## src/rtl/place_req_scheduler.sv

```systemverilog
// place_req_scheduler: round-robin front end for the rectangle-placement engine.
// One issue per slot; results come back tagged with the requester id at fixed latency.
module place_req_scheduler #(
    parameter int N_REQ       = 4,
    parameter int SLOT_CYCLES = 4,
    parameter int LAT_SLOTS   = 2,
    parameter int DIM_W       = 5,
    parameter int IDX_W       = 8
) (
    input  logic                     clk,
    input  logic                     rst,
    input  logic [N_REQ-1:0]         req_valid_i,
    input  logic [N_REQ*DIM_W-1:0]   req_height_i,
    input  logic [N_REQ*DIM_W-1:0]   req_width_i,
    output logic [N_REQ-1:0]         req_ready_o,
    output logic [DIM_W-1:0]         eng_height_o,
    output logic [DIM_W-1:0]         eng_width_o,
    output logic                     eng_slot_o,
    input  logic [IDX_W-1:0]         eng_index_x_i,
    input  logic [IDX_W-1:0]         eng_index_y_i,
    input  logic [3:0]               eng_strike_i,
    output logic                     rsp_valid_o,
    output logic [$clog2(N_REQ)-1:0] rsp_id_o,
    output logic [IDX_W-1:0]         rsp_index_x_o,
    output logic [IDX_W-1:0]         rsp_index_y_o,
    output logic                     rsp_strike_o,
    output logic                     rsp_err_o,
    output logic                     busy_o
);

    localparam int ID_W = $clog2(N_REQ);
    localparam int PH_W = (SLOT_CYCLES > 1) ? $clog2(SLOT_CYCLES) : 1;
    localparam logic [PH_W-1:0] PH_LAST = PH_W'(SLOT_CYCLES - 1);
    localparam logic [ID_W-1:0] ID_LAST = ID_W'(N_REQ - 1);
    localparam logic [ID_W:0]   N_WIDE  = (ID_W + 1)'(N_REQ);

    logic [PH_W-1:0]  phase;
    logic [ID_W-1:0]  ptr;
    logic [3:0]       last_strike;
    logic [LAT_SLOTS:0] tag_v;
    logic [LAT_SLOTS:0] tag_e;
    logic [ID_W-1:0]  tag_id [LAT_SLOTS+1];

    logic             slot0;
    logic             found;
    logic             grant;
    logic             zero;
    logic             strike_hit;
    logic [ID_W-1:0]  gnt_id;
    logic [ID_W:0]    sum;
    logic [DIM_W-1:0] gnt_h;
    logic [DIM_W-1:0] gnt_w;

    // Rotating search starting at the round-robin pointer.
    always_comb begin
        found  = 1'b0;
        gnt_id = '0;
        sum    = '0;
        for (int k = 0; k < N_REQ; k++) begin
            sum = {1'b0, ptr} + (ID_W + 1)'(k);
            if (sum >= N_WIDE) sum = sum - N_WIDE;
            if (!found && req_valid_i[sum[ID_W-1:0]]) begin
                found  = 1'b1;
                gnt_id = sum[ID_W-1:0];
            end
        end
    end

    assign slot0      = rst && (phase == '0);
    assign grant      = slot0 && found;
    assign gnt_h      = req_height_i[int'(gnt_id)*DIM_W +: DIM_W];
    assign gnt_w      = req_width_i[int'(gnt_id)*DIM_W +: DIM_W];
    assign zero       = (gnt_h == '0) || (gnt_w == '0);
    assign strike_hit = (eng_strike_i != last_strike);
    assign eng_slot_o = slot0;
    assign busy_o     = |tag_v;

    always_comb begin
        req_ready_o = '0;
        if (grant) req_ready_o[gnt_id] = 1'b1;
    end

    always_ff @(posedge clk) begin
        if (!rst) begin
            phase         <= '0;
            ptr           <= '0;
            last_strike   <= '0;
            tag_v         <= '0;
            tag_e         <= '0;
            for (int i = 0; i <= LAT_SLOTS; i++) tag_id[i] <= '0;
            eng_height_o  <= '0;
            eng_width_o   <= '0;
            rsp_valid_o   <= 1'b0;
            rsp_id_o      <= '0;
            rsp_index_x_o <= '0;
            rsp_index_y_o <= '0;
            rsp_strike_o  <= 1'b0;
            rsp_err_o     <= 1'b0;
        end else begin
            phase         <= (phase == PH_LAST) ? '0 : phase + 1'b1;
            rsp_valid_o   <= 1'b0;
            rsp_id_o      <= '0;
            rsp_index_x_o <= '0;
            rsp_index_y_o <= '0;
            rsp_strike_o  <= 1'b0;
            rsp_err_o     <= 1'b0;
            if (slot0) begin
                if (grant) ptr <= (gnt_id == ID_LAST) ? '0 : gnt_id + 1'b1;
                eng_height_o <= (grant && !zero) ? gnt_h : '0;
                eng_width_o  <= (grant && !zero) ? gnt_w : '0;
                tag_v        <= {tag_v[LAT_SLOTS-1:0], grant};
                tag_e        <= {tag_e[LAT_SLOTS-1:0], grant && zero};
                tag_id[0]    <= grant ? gnt_id : '0;
                for (int i = 1; i <= LAT_SLOTS; i++) tag_id[i] <= tag_id[i-1];
            end
            // Last phase of the result slot: registering here lands the rsp on phase 0.
            if (phase == PH_LAST && tag_v[LAT_SLOTS]) begin
                rsp_valid_o <= 1'b1;
                rsp_id_o    <= tag_id[LAT_SLOTS];
                rsp_err_o   <= tag_e[LAT_SLOTS];
                if (!tag_e[LAT_SLOTS]) begin
                    rsp_index_x_o <= eng_index_x_i;
                    rsp_index_y_o <= eng_index_y_i;
                    rsp_strike_o  <= strike_hit;
                    last_strike   <= eng_strike_i;
                end
            end
        end
    end

endmodule

```

## config.mk

```make
export PLATFORM = sky130hd
export DESIGN_NAME = place_req_scheduler
export DESIGN_NICKNAME = d
export VERILOG_FILES = /design/src/rtl/place_req_scheduler.sv
export SDC_FILE = /design/constraint.sdc
export NUM_CORES = 1
export LEC_CHECK = 0
export CELL_PAD_IN_SITES_DETAIL_PLACEMENT = 1
export CELL_PAD_IN_SITES_GLOBAL_PLACEMENT = 1
export CORE_MARGIN = 4
export CORE_UTILIZATION = 33
export CTS_CLUSTER_DIAMETER = 200
export DETAILED_ROUTE_END_ITERATION = 7
export GPL_TIMING_DRIVEN = 0
export PLACE_DENSITY = 0.85
export SLEW_MARGIN = 0
export SYNTH_ARGS = -nofsm -noshare
export SYNTH_HDL_FRONTEND = slang
export SYNTH_SLANG_ARGS = --single-unit
```

## constraint.sdc

```tcl
create_clock -name clk -period 3.6 [get_ports clk]
set_input_delay 0.36 -clock clk [delete_from_list [all_inputs] [get_ports clk]]
set_output_delay 0.36 -clock clk [all_outputs]
set_load 0.02 [all_outputs]
```

==> summary.md <==
| Metric | Value |
|---|---|
| Drt pass-1 iters | 4 |
| Setup violators final | 0 |
| First-pass GRT wire length | 10380 um |
| Largest net degree at the start of global routing | 17 |
| Die Footprint | 8484 um^2 |
| Synthesis-to-layout area growth | 53.54% |
| Flop-to-flop setup slack | 1.26 ns |
| Mapped cell area | 2335 um^2 |
| Total of max-cap violations | 0 |
| Final critical-path share of the clock period | 0.8833 |
| Post-DP HPWL | 5257 um |
| Std cell rows | 30 |
| Met2 Track Usage GR | 0.2707 |
| Critical path endpoint category | primary output |
| Post-cts sizing count | 0 |
| RSZ-0062 raised after global routing | no |
| Hold Vio Cnt, Final | 0 |
| Synth top cells by count | dfxtp_1 (45), and2_1 (26), mux2i_1 (24), nand3_1 (22), nand2_1 (17) |
| Avg WL per Cell | 14.65 um |
| Via density | 4.748 |
| Worst VDD drop | 170.9 uV |
| Number of I/O pins | 103 |
| RR Startpoint | ptr[1]$_SDFFE_PN0P_ |
| Warnings, synthesis | 0 |
| Final cell count without fillers | 436 |
| H-tree levels | 2 |
| Status | finished, final reports clean |
| Final Net Count | 411 |
| Vias in the first global route | 2114 |
| Async SR Flop Fraction | 0 |
| R2r endpoint | tag_e[0]$_SDFFE_PN0P_ |
| Placed instance count | 429 |
| Post-synth top area share | 0.3859 |
| Avg Inst Size Synth | 10.11 um^2 |
| Dominant cell type by area after synthesis | dfxtp_1 |
| Met1 usage | 0.1814 |
| Critical Path RT | 3.24 ns |
| Ant. Diodes | 0 |
| Final slew viol count | 0 |
| Max-slew headroom | 0.3823 |
| Worst r2r path cells | 7 |
| Most common cell in the netlist | dfxtp_1 |
| Hold EP | eng_width_o[2]$_SDFFE_PN0P_ |
| Count of cell types in the netlist | 42 |
| Pwr per Cell Area | 427.5 nW/um^2 |
| LEAKAGE | 1.430 nW |
| Hold Startpoint | eng_width_o[2]$_SDFFE_PN0P_ |
| GRT busiest layer | met2 |
| CTS Sinks | 51 |
| Via count | 2070 |
| GR Overflow Total | 0 |
| Skew-Pair Late Insertion Delay | 0.30 ns |
| Hold path depth | 2 |
| PortBufs | 102 |
| Initial antenna violation count | 0 |
| DRT Wirelength | 6386 um |
| Post-Synthesis Cells | 231 |
| Clk pin slew, worst setup/hold paths | 0.09 ns |
| DRC viols | 0 |
| Final min period | 3.180 ns |
| Core area | 6832 um^2 |
| CP arrival | 2.82 ns |
| Met3 Use GR | 0.04676 |
| Crit Path Max Fanout | 10 |
| TNS Setup | 0 ns |
| Root buffer cell | clkbuf_8 |
| Worst slew pin tran | 0.9165 ns |
| Antenna Violating Nets Remaining | 0 |
| Synth Net Count | 303 |
| Seq/Total Area, Yosys | 0.4630 |
| Die Y | 92.11 um |
| Crit Path Category | reg -> out |
| GPL Wtd Cong | 0.8116 |
| Fmax | 314.5 MHz |
| CTS buffer count | 5 |
| Clock buffer depth | 2 |
| Starting Density | 0.3418 |
| CTS tree | done |
| Cells taking the most area after synthesis | dfxtp_1 (39%), mux2i_1 (10%), edfxtp_1 (7.7%), and2_1 (7.0%), nand3_1 (4.7%) |
| Synthesized flop and latch total | 51 |
| Tot GR Track Use | 0.1524 |
| Die width | 92.11 um |
| Crit start category | register |
| 1st-iter DRT viols | 54 |
| Layout cells sized above 1 | 0.05882 |
| Post-synth EDFFs | 6 |
| Top_reg_cell synth | dfxtp_1 |
| Worst clock skew | 0.009287 ns |
| Hold Crit Class | reg -> reg |
==> how the worst max path moves through the flow <==
stage	to	slack, ns	cells after the start	startpoint
6_report	req_ready_o[3]	0.42	7	phase[0]$_SDFF_PP0_
5_1_grt	req_ready_o[3]	0.14	7	phase[0]$_SDFF_PP0_
4_1_cts	req_ready_o[3]	0.26	8	phase[0]$_SDFF_PP0_
3_5_place_dp	req_ready_o[3]	0.47	8	req_valid_i[0]
3_3_place_gp	req_ready_o[3]	0.52	8	req_valid_i[0]
2_1_floorplan	req_ready_o[0]	1.40	7	phase[0]$_SDFF_PP0_
==> layout make-up <==
class                   instances  area, um^2
flip-flops and latches         51        1081
inverters                       6       22.52
well taps                      96       120.1
clock inverters                 1       7.507
fillers                       754        3247
multi-input cells             166        1187
clock buffers                   7       97.59
plain buffers                   7       47.55
repair buffers                102        1021
==> power breakdown <==
group	internal [W]	total, W	switching [W]
clock	0.000180	0.000364	0.000184
combinational	0.000253	0.000515	0.000262
sequential	0.000626	0.000654	0.0000283
total	0.00106	0.00153	0.000475
==> worst max-delay path, stage by stage, from the launching register on <==
cell and delay [ns]:
dfxtp_1 0.34, inv_1 0.06, ha_1 0.39, and2_1 0.29, o41a_1 0.25, clkbuf_1 0.35, and2_1 0.22, clkdlybuf4s50_1 0.62
==> metal layers <==
layer	part of all wire	vias to the layer above	wire, um
met3	0.080	5	509
met2	0.48	87	3046
met4	0.0091	0	58
met1	0.43	951	2772
met5	0	-	0
li1	-	1027	-
==> through the flow <==
stage	instance area, um^2	worst slack [ns]	util	total power (W)	hold WS, ns
2_1_floorplan	2335	1.397	-	0.0009716	0.4203
3_3_place_gp	3476	0.5238	0.5088	0.001170	0.4247
3_5_place_dp	3483	0.4673	0.5099	0.001187	0.4332
4_1_cts	3588	0.2606	0.5253	0.001554	0.4523
5_1_grt	3585	0.1379	0.5247	0.001627	0.4771
6_report	3585	0.4201	0.5247	0.001533	0.4490
==> registers in the layout, summed over array words and instances (netlist names) <==
name,cells
rsp_index_y_o,8
rsp_valid_o,1
last_strike,4
tag_e,3
eng_width_o,5
phase,2
rsp_index_x_o,8
tag_id,6
rsp_err_o,1
rsp_strike_o,1
rsp_id_o,2
eng_height_o,5
tag_v,3
ptr,2
==> cell families (layout without fill, tap and decap cells) <==
group | Yosys count | after routing | synth area share
buffers and inverters | 14 | 123 | 0.03162
adder cells (fa/ha/maj) | 6 | 6 | 0.03215
AO/OA/AOI/OAI | 31 | 31 | 0.09325
AND/OR/NAND/NOR | 98 | 98 | 0.2476
flip-flops | 51 | 51 | 0.4630
XOR/XNOR | 4 | 4 | 0.01500
multiplexers | 27 | 27 | 0.1174
==> layout by cell type, fill, tap and decap left out, types with 2 or more instances in the layout <==
cell	instances
o21ai_0	8
mux2_2	3
nor2_1	3
nand3_1	22
inv_1	5
clkdlybuf4s50_1	102
nor2b_1	11
and2_1	26
o41a_1	2
a221o_1	2
xor2_1	4
dfxtp_1	45
o31ai_1	3
o21ai_1	8
edfxtp_1	6
and3_1	6
nand2b_1	3
mux2i_1	24
clkbuf_8	5
nand2_1	17
ha_1	6
clkbuf_1	5
==> repair_timing <==
| item | 4_1_cts | 5_1_grt |
|---|---|---|
| hold buffers | 0 | 0 |
| buffers inserted | 0 | 0 |
| endpoints found under the setup margin | 0 | 1 |
No activity file was read; power rests on OpenSTA's default activity.
